File: src/rtl/leaky_accu_array.sv
// Multi-channel leaky accumulator bank with saturating event adds,
// prescaled floor-limited decay, threshold flags and a registered max stage.
module leaky_accu_array #(
    parameter int P_CH        = 4,
    parameter int P_W         = 8,
    parameter int P_INC_W     = 6,
    parameter int P_DECAY_DIV = 1,
    localparam int P_IDX_W    = (P_CH > 1) ? $clog2(P_CH) : 1
) (
    input  logic                  i_clk,
    input  logic                  i_rst,
    input  logic                  i_clear_all,
    input  logic [P_CH-1:0]       i_event,
    input  logic [P_INC_W-1:0]    i_inc,
    input  logic [P_W-1:0]        i_decay_step,
    input  logic [P_W-1:0]        i_thresh,
    output logic [P_CH*P_W-1:0]   o_ln,
    output logic [P_CH-1:0]       o_clr,
    output logic [P_CH-1:0]       o_fire,
    output logic [P_IDX_W-1:0]    o_max_idx,
    output logic [P_W-1:0]        o_max_val,
    output logic                  o_max_valid
);

    localparam int DIV_W = (P_DECAY_DIV > 1) ? $clog2(P_DECAY_DIV) : 1;
    localparam logic [DIV_W-1:0] DIV_LAST = DIV_W'(P_DECAY_DIV - 1);

    logic [DIV_W-1:0]   r_div;
    logic               tick;
    logic [P_W-1:0]     r_acc   [P_CH];
    logic [P_W-1:0]     acc_nxt [P_CH];
    logic [P_W:0]       sum     [P_CH];
    logic [P_W:0]       inc_ext;
    logic [P_W-1:0]     best_val;
    logic [P_IDX_W-1:0] best_idx;

    assign tick    = (r_div == DIV_LAST);
    assign inc_ext = {{(P_W + 1 - P_INC_W){1'b0}}, i_inc};

    always_ff @(posedge i_clk) begin
        if (i_rst) begin
            r_div <= '0;
        end else if (tick) begin
            r_div <= '0;
        end else begin
            r_div <= r_div + 1'b1;
        end
    end

    // Clear beats event beats decay; the extra sum bit catches overflow.
    always_comb begin
        for (int c = 0; c < P_CH; c++) begin
            sum[c]     = {1'b0, r_acc[c]} + inc_ext;
            acc_nxt[c] = r_acc[c];
            if (i_clear_all) begin
                acc_nxt[c] = '0;
            end else if (i_event[c]) begin
                acc_nxt[c] = sum[c][P_W] ? '1 : sum[c][P_W-1:0];
            end else if (tick && (r_acc[c] != '0)) begin
                acc_nxt[c] = (r_acc[c] > i_decay_step) ?
                             (r_acc[c] - i_decay_step) : '0;
            end
        end
    end

    always_ff @(posedge i_clk) begin
        if (i_rst) begin
            for (int c = 0; c < P_CH; c++) begin
                r_acc[c] <= '0;
            end
            o_clr <= '0;
        end else begin
            for (int c = 0; c < P_CH; c++) begin
                r_acc[c] <= acc_nxt[c];
            end
            o_clr <= i_event & ~{P_CH{i_clear_all}};
        end
    end

    for (genvar g = 0; g < P_CH; g++) begin : g_ch
        assign o_ln[g*P_W +: P_W] = r_acc[g];
        assign o_fire[g] = (i_thresh != '0) && (r_acc[g] >= i_thresh);
    end

    // Strict greater-than keeps the lowest index on ties.
    always_comb begin
        best_val = r_acc[0];
        best_idx = '0;
        for (int c = 1; c < P_CH; c++) begin
            if (r_acc[c] > best_val) begin
                best_val = r_acc[c];
                best_idx = P_IDX_W'(c);
            end
        end
    end

    always_ff @(posedge i_clk) begin
        if (i_rst) begin
            o_max_idx <= '0;
            o_max_val <= '0;
        end else begin
            o_max_idx <= best_idx;
            o_max_val <= best_val;
        end
    end

    assign o_max_valid = (o_max_val != '0);

endmodule

File: config.mk
export PLATFORM = sky130hd
export DESIGN_NAME = leaky_accu_array
export DESIGN_NICKNAME = d
export VERILOG_FILES = /design/src/rtl/leaky_accu_array.sv
export SDC_FILE = /design/constraint.sdc
export NUM_CORES = 1
export LEC_CHECK = 0
export ABC_AREA = 1
export CAP_MARGIN = 20
export CELL_PAD_IN_SITES_DETAIL_PLACEMENT = 1
export CELL_PAD_IN_SITES_GLOBAL_PLACEMENT = 2
export CORE_MARGIN = 10
export CORE_UTILIZATION = 29
export CTS_CLUSTER_SIZE = 28
export DETAILED_ROUTE_END_ITERATION = 12
export PLACE_DENSITY_LB_ADDON = 0.1
export SYNTH_ARGS = -nofsm -noshare
export SYNTH_HDL_FRONTEND = slang
export SYNTH_SLANG_ARGS = --single-unit
File: constraint.sdc
create_clock -name i_clk -period 4.25 [get_ports i_clk]
set_input_delay 1.0625 -clock i_clk [delete_from_list [all_inputs] [get_ports i_clk]]
set_output_delay 1.0625 -clock i_clk [all_outputs]
set_load 0.01 [all_outputs]
Word level (Yosys, flattened, before mapping)
Memory sizes are Yosys's and may differ from the RTL's.
Cells that the tools add are included.
{"block": "word_totals", "register_bits": 15, "latchBits": 0, "ram_bits": 32, "romBits": 0, "output_inout_bits": 51, "mem_count": 1}
{"block": "classes", "n_addsub": 9, "n_mul": 0, "n_div": 0, "n_lt_le_gt_ge": 11, "n_eq_ne": 0, "shifts": 0, "n_mux": 33, "bitwise_logic": 7, "n_reduce_logical": 15}
{"name": "r_acc", "words": 4, "word_bits": 8, "read_ports": 4, "rd_ports_with_merged_regs": 0, "wr": 4, "line_no": "30", "text": "logic [P_W-1:0] r_acc [P_CH];"}
{"op": "8-bit 2-to-1 mux", "n": 27}
{"op": "8-bit > comparator", "n": 7}
{"op": "8-bit nonzero test", "n": 6}
{"op": "8-bit by 6-bit adder with 9-bit output", "n": 4}
{"op": "8-bit greater-or-equal comparator", "n": 4}
{"op": "8-bit subtractor", "n": 4}
{"op": "1-bit logical AND", "n": 8}
{"op": "4-bit AND", "n": 1}
{"op": "1-bit 2-to-1 mux", "n": 4}
{"op": "2-bit 2-to-1 mux", "n": 2}
{"op": "4-bit inverter", "n": 1}
{"op": "1-bit bitwise OR", "n": 4}
{"op": "2-bit OR reduction", "n": 1}
{"op": "1-bit adder, second input constant", "n": 1}
{"op": "1-bit inverter", "n": 1}

Longest topological paths before layout
An unclocked memory read counts as a cell.
{"block": "logic_depth", "ltp_word": 7, "ltp_mapped": 34, "ltp_nobuf": 34}

Worst setup path after synthesis
No wires, ideal clock.
{"block": "synth_path", "path_kind": "reg2reg", "startpoint": "memory r_acc[0][1]", "endpoint": "register o_max_val[0]", "arrival_time_ns": 3.711, "required_time_ns": 4.141, "slack_ns": 0.430, "path_stages_with_launch": 32, "n_path_buf": 1, "period_less_slack_ns": 3.820, "cell_sequence": "dfxtp_1 > inv_1 > ha_1 > nand2_1 > nand2_1 > nand2_1 > nand2_1 > nand2_1 > nand2_4 > nand2_4 > nand2_1 > nand2_1 > ha_1 > inv_1 > nor2_1 > o21ai_1 > nand2_1 > nand2_1 > nand2_1 > nand2_1 > buf_2 > nand3_1 > and2_1 > ha_1 > a21oi_1 > nor2_1 > nor2_1 > nand3_2 > nand2_1 > nand3_1 > nand2_1 > inv_1"}
{"item": "from (decl)", "line_no": "30"}
{"item": "to (signal assigned)", "line_no": "103", "text": "o_max_val <= best_val;"}
{"item": "to (decl)", "line_no": "21", "text": "output logic [P_W-1:0] o_max_val,"}

==> metrics.cfg <==
[worst_setup_path]
crit_path_max_fanout = 10
arrival_ns = 4.09
crit_type = flip-flop to flip-flop
start_kind = flip-flop
cp.required_ns = 4.45
r2r_start = r_acc[1][0]
rr_worst_depth = 32
ff2ff_setup_slack_ns = 0.36
endpoint_kind = flip-flop
regToRegEndpoint = o_max_val[4]
cpMaxStageDelayCell = dfxtp_1
critical-path-max-stage-delay_ns = 0.40
crit_top_cell = nand2_1

[synthesis]
synth_top_area_share_pct = 21.41
synth_top_cell_by_area = ha_1
netlist_instances = 1031
synth_top_flop_cell = dfxtp_1
ys_warn_count = 0
yosys-top-cells-area = ha_1 (21%), nand2_1 (18%), dfxtp_1 (14%)
yosysSeqAreaShare_pct = 14.38
synth_commonest_cells = nand2_1 (312), inv_1 (152), ha_1 (112), nand3_1 (81), a21oi_1 (66)
syn_avg_cell_area_um2 = 6.347
syn_nets = 1180
postSynth.asyncResetShare_pct = 0
syn-cell-area_um2 = 6544
synth.distinct_cells = 42
synth.most_common_cell = nand2_1
synth-edff-count = 0
ys_seq_elements = 47

[global_route]
grt_max_degree = 16
grt-ovfl-total = 0
grt_usage_pct = 18.65
grt_antenna_before_repair = 0
grt_pass1_vias = 7365
grt_pass1_wl_mm = 41.77

[sta]
fin_setup_tns_ns = 0
setup_viol_count_final = 0
slew_violations = 0
fin_crit_ns = 3.887
finalHoldViolations = 0
max_slew_margin_pct = 58.20
finalCritPeriodShare_pct = 91.47
fin_ws_ns = 0.3625
worstMarginPinSlew_ns = 0.6263
skew_ns = 0.01125
max_freq_ghz = 0.2572

[cells_and_area]
area_delta_synth_final_pct = 25.64
drive_gt1_share_pct = 10.45
diodes = 0
fin_cells = 1428
fin_util_pct = 37.33
fillerInstances = 2917
nNetsFinal = 1296

[detailed_routing]
drt_iter0_markers = 297
num_vias = 7055
wl_per_cell_um = 18.80
drtAntennaViolNets = 0
first_pass_iters = 4
wl_mm = 26.84
viasPerCell = 4.940
drc = 0

[power]
p_leak_nw = 4.440
power_density_nw_per_um2 = 275.0
peakVddDrop_mv = 0.1448

[clock_network]
cts-root-buf = clkbuf_16
numClockSinks = 47
numCtsBuffers = 5
path_clk_slew_ns = 0.08
cts_tree = done
cts_max_level = 2
clk_path_buf_depth = 2
clk_latency_ns = 0.31

[place]
dp_hpwl_mm = 21.87
post-place-cells = 1414
port_buffers = 79
place_congestion = 0.8486
pre_cts_ws_ns = 0.05090

[status]
status = finished, final reports clean

[job]
cap_viol_max_count = 0

[min_path]
holdCritStartpoint = r_acc[1][0]
hold_path_end = r_acc[1][0]
hp-class = flip-flop to flip-flop
holdPathStages = 2

[floorplanning]
num_io_pins = 80
die_y_um = 170.2
dieWidth_um = 170.2
core_um2 = 22030
fp.dieArea_um2 = 28970
rows = 54
initial_core_util_pct = 29.71

## cell usage in the layout, fill, tap and decap left out, drive strengths merged, types with 6 or more instances in the layout
cell type / count
a31oi: 15
xnor2: 9
xor2: 15
o21ai: 31
nand2: 320
or2: 6
nand3b: 6
fa: 8
inv: 167
ha: 112
nand3: 84
nor2: 76
buf: 36
and2: 8
nand4: 25
a21oi: 67
clkdlybuf4s50: 75
dfxtp: 47
## cell families (layout without fill, tap and decap cells)
kind of cell | Yosys count | count (layout) | share of synthesized area, %
compound gates | 133 | 133 | 11.82
fa+ha+maj | 120 | 120 | 23.86
other cells | 1 | 1 | 0.05731
xor+xnor | 24 | 24 | 3.212
flops | 47 | 47 | 14.38
buf+inv | 178 | 293 | 10.27
simple gates | 528 | 530 | 36.40
## registers in the layout (all words and copies together) (netlist names)
register,count
o_clr,4
r_div,1
o_max_val,8
o_max_idx,2
r_acc,32
## report_power, final
| group | switching [mW] | internal [mW] |
|---|---|---|
| Combinational | 0.744 | 0.505 |
| Clock | 0.209 | 0.279 |
| Sequential | 0.0364 | 0.487 |
## stage by stage
step,power [mW],cell area (um2),hold slack (ns)
after floorplan,1.286,6544,0.5355
after global placement,1.717,7891,0.5398
after detailed placement,1.729,7891,0.5421
after CTS,2.224,8060,0.5556
after global routing,2.473,8222,0.5896
final,2.261,8222,0.5467
## how the worst max path moves through the flow
stage / from / end / slack, ns / depth (start not counted)
6_report: r_acc[1][0] / o_max_val[4] / 0.36 / 32
5_1_grt: r_acc[1][0] / o_max_val[0] / -0.06 / 34
4_1_cts: i_thresh[7] / o_fire[3] / 0.05 / 10
3_5_place_dp: i_thresh[7] / o_fire[3] / 0.05 / 10
3_3_place_gp: i_thresh[1] / o_fire[3] / 0.11 / 10
2_1_floorplan: r_acc[0][1] / o_max_val[0] / 0.43 / 31
## worst max-delay path, delay by kind of cell, from the launching register on
kind / cells / cell delay (ns)
simple gates: 22 / 1.94
fa+ha+maj: 3 / 0.78
compound gates: 2 / 0.24
flops: 1 / 0.40
buf+inv: 5 / 0.42
## per-layer routing
layer | GRT usage (%) | routed length [um] | vias to the layer above
met5 | 0 | 0 | -
met1 | 23.26 | 12120 | 3346
met2 | 33.65 | 13350 | 83
li1 | - | - | 3610
met3 | 2.545 | 1056 | 16
met4 | 3.089 | 312 | 0
## area by class of cell
cell class / instances / area [um2] / share of cell area [%]
multi-input combinational: 808 / 5037 / 61.27
timing repair buffer: 115 / 1079 / 13.12
sequential: 47 / 945.9 / 11.51
inverter: 170 / 640.6 / 7.792
tap: 280 / 350.3 / 4.261
clock buffer: 5 / 125.1 / 1.522
clock inverter: 3 / 43.79 / 0.5326
## what timing repair did
item,CTS,global route
hold buffers,0,0
setup endpoints to repair,0,14
buffers inserted,0,4
resized for setup,0,33
Power figures use the tool's default switching activity.
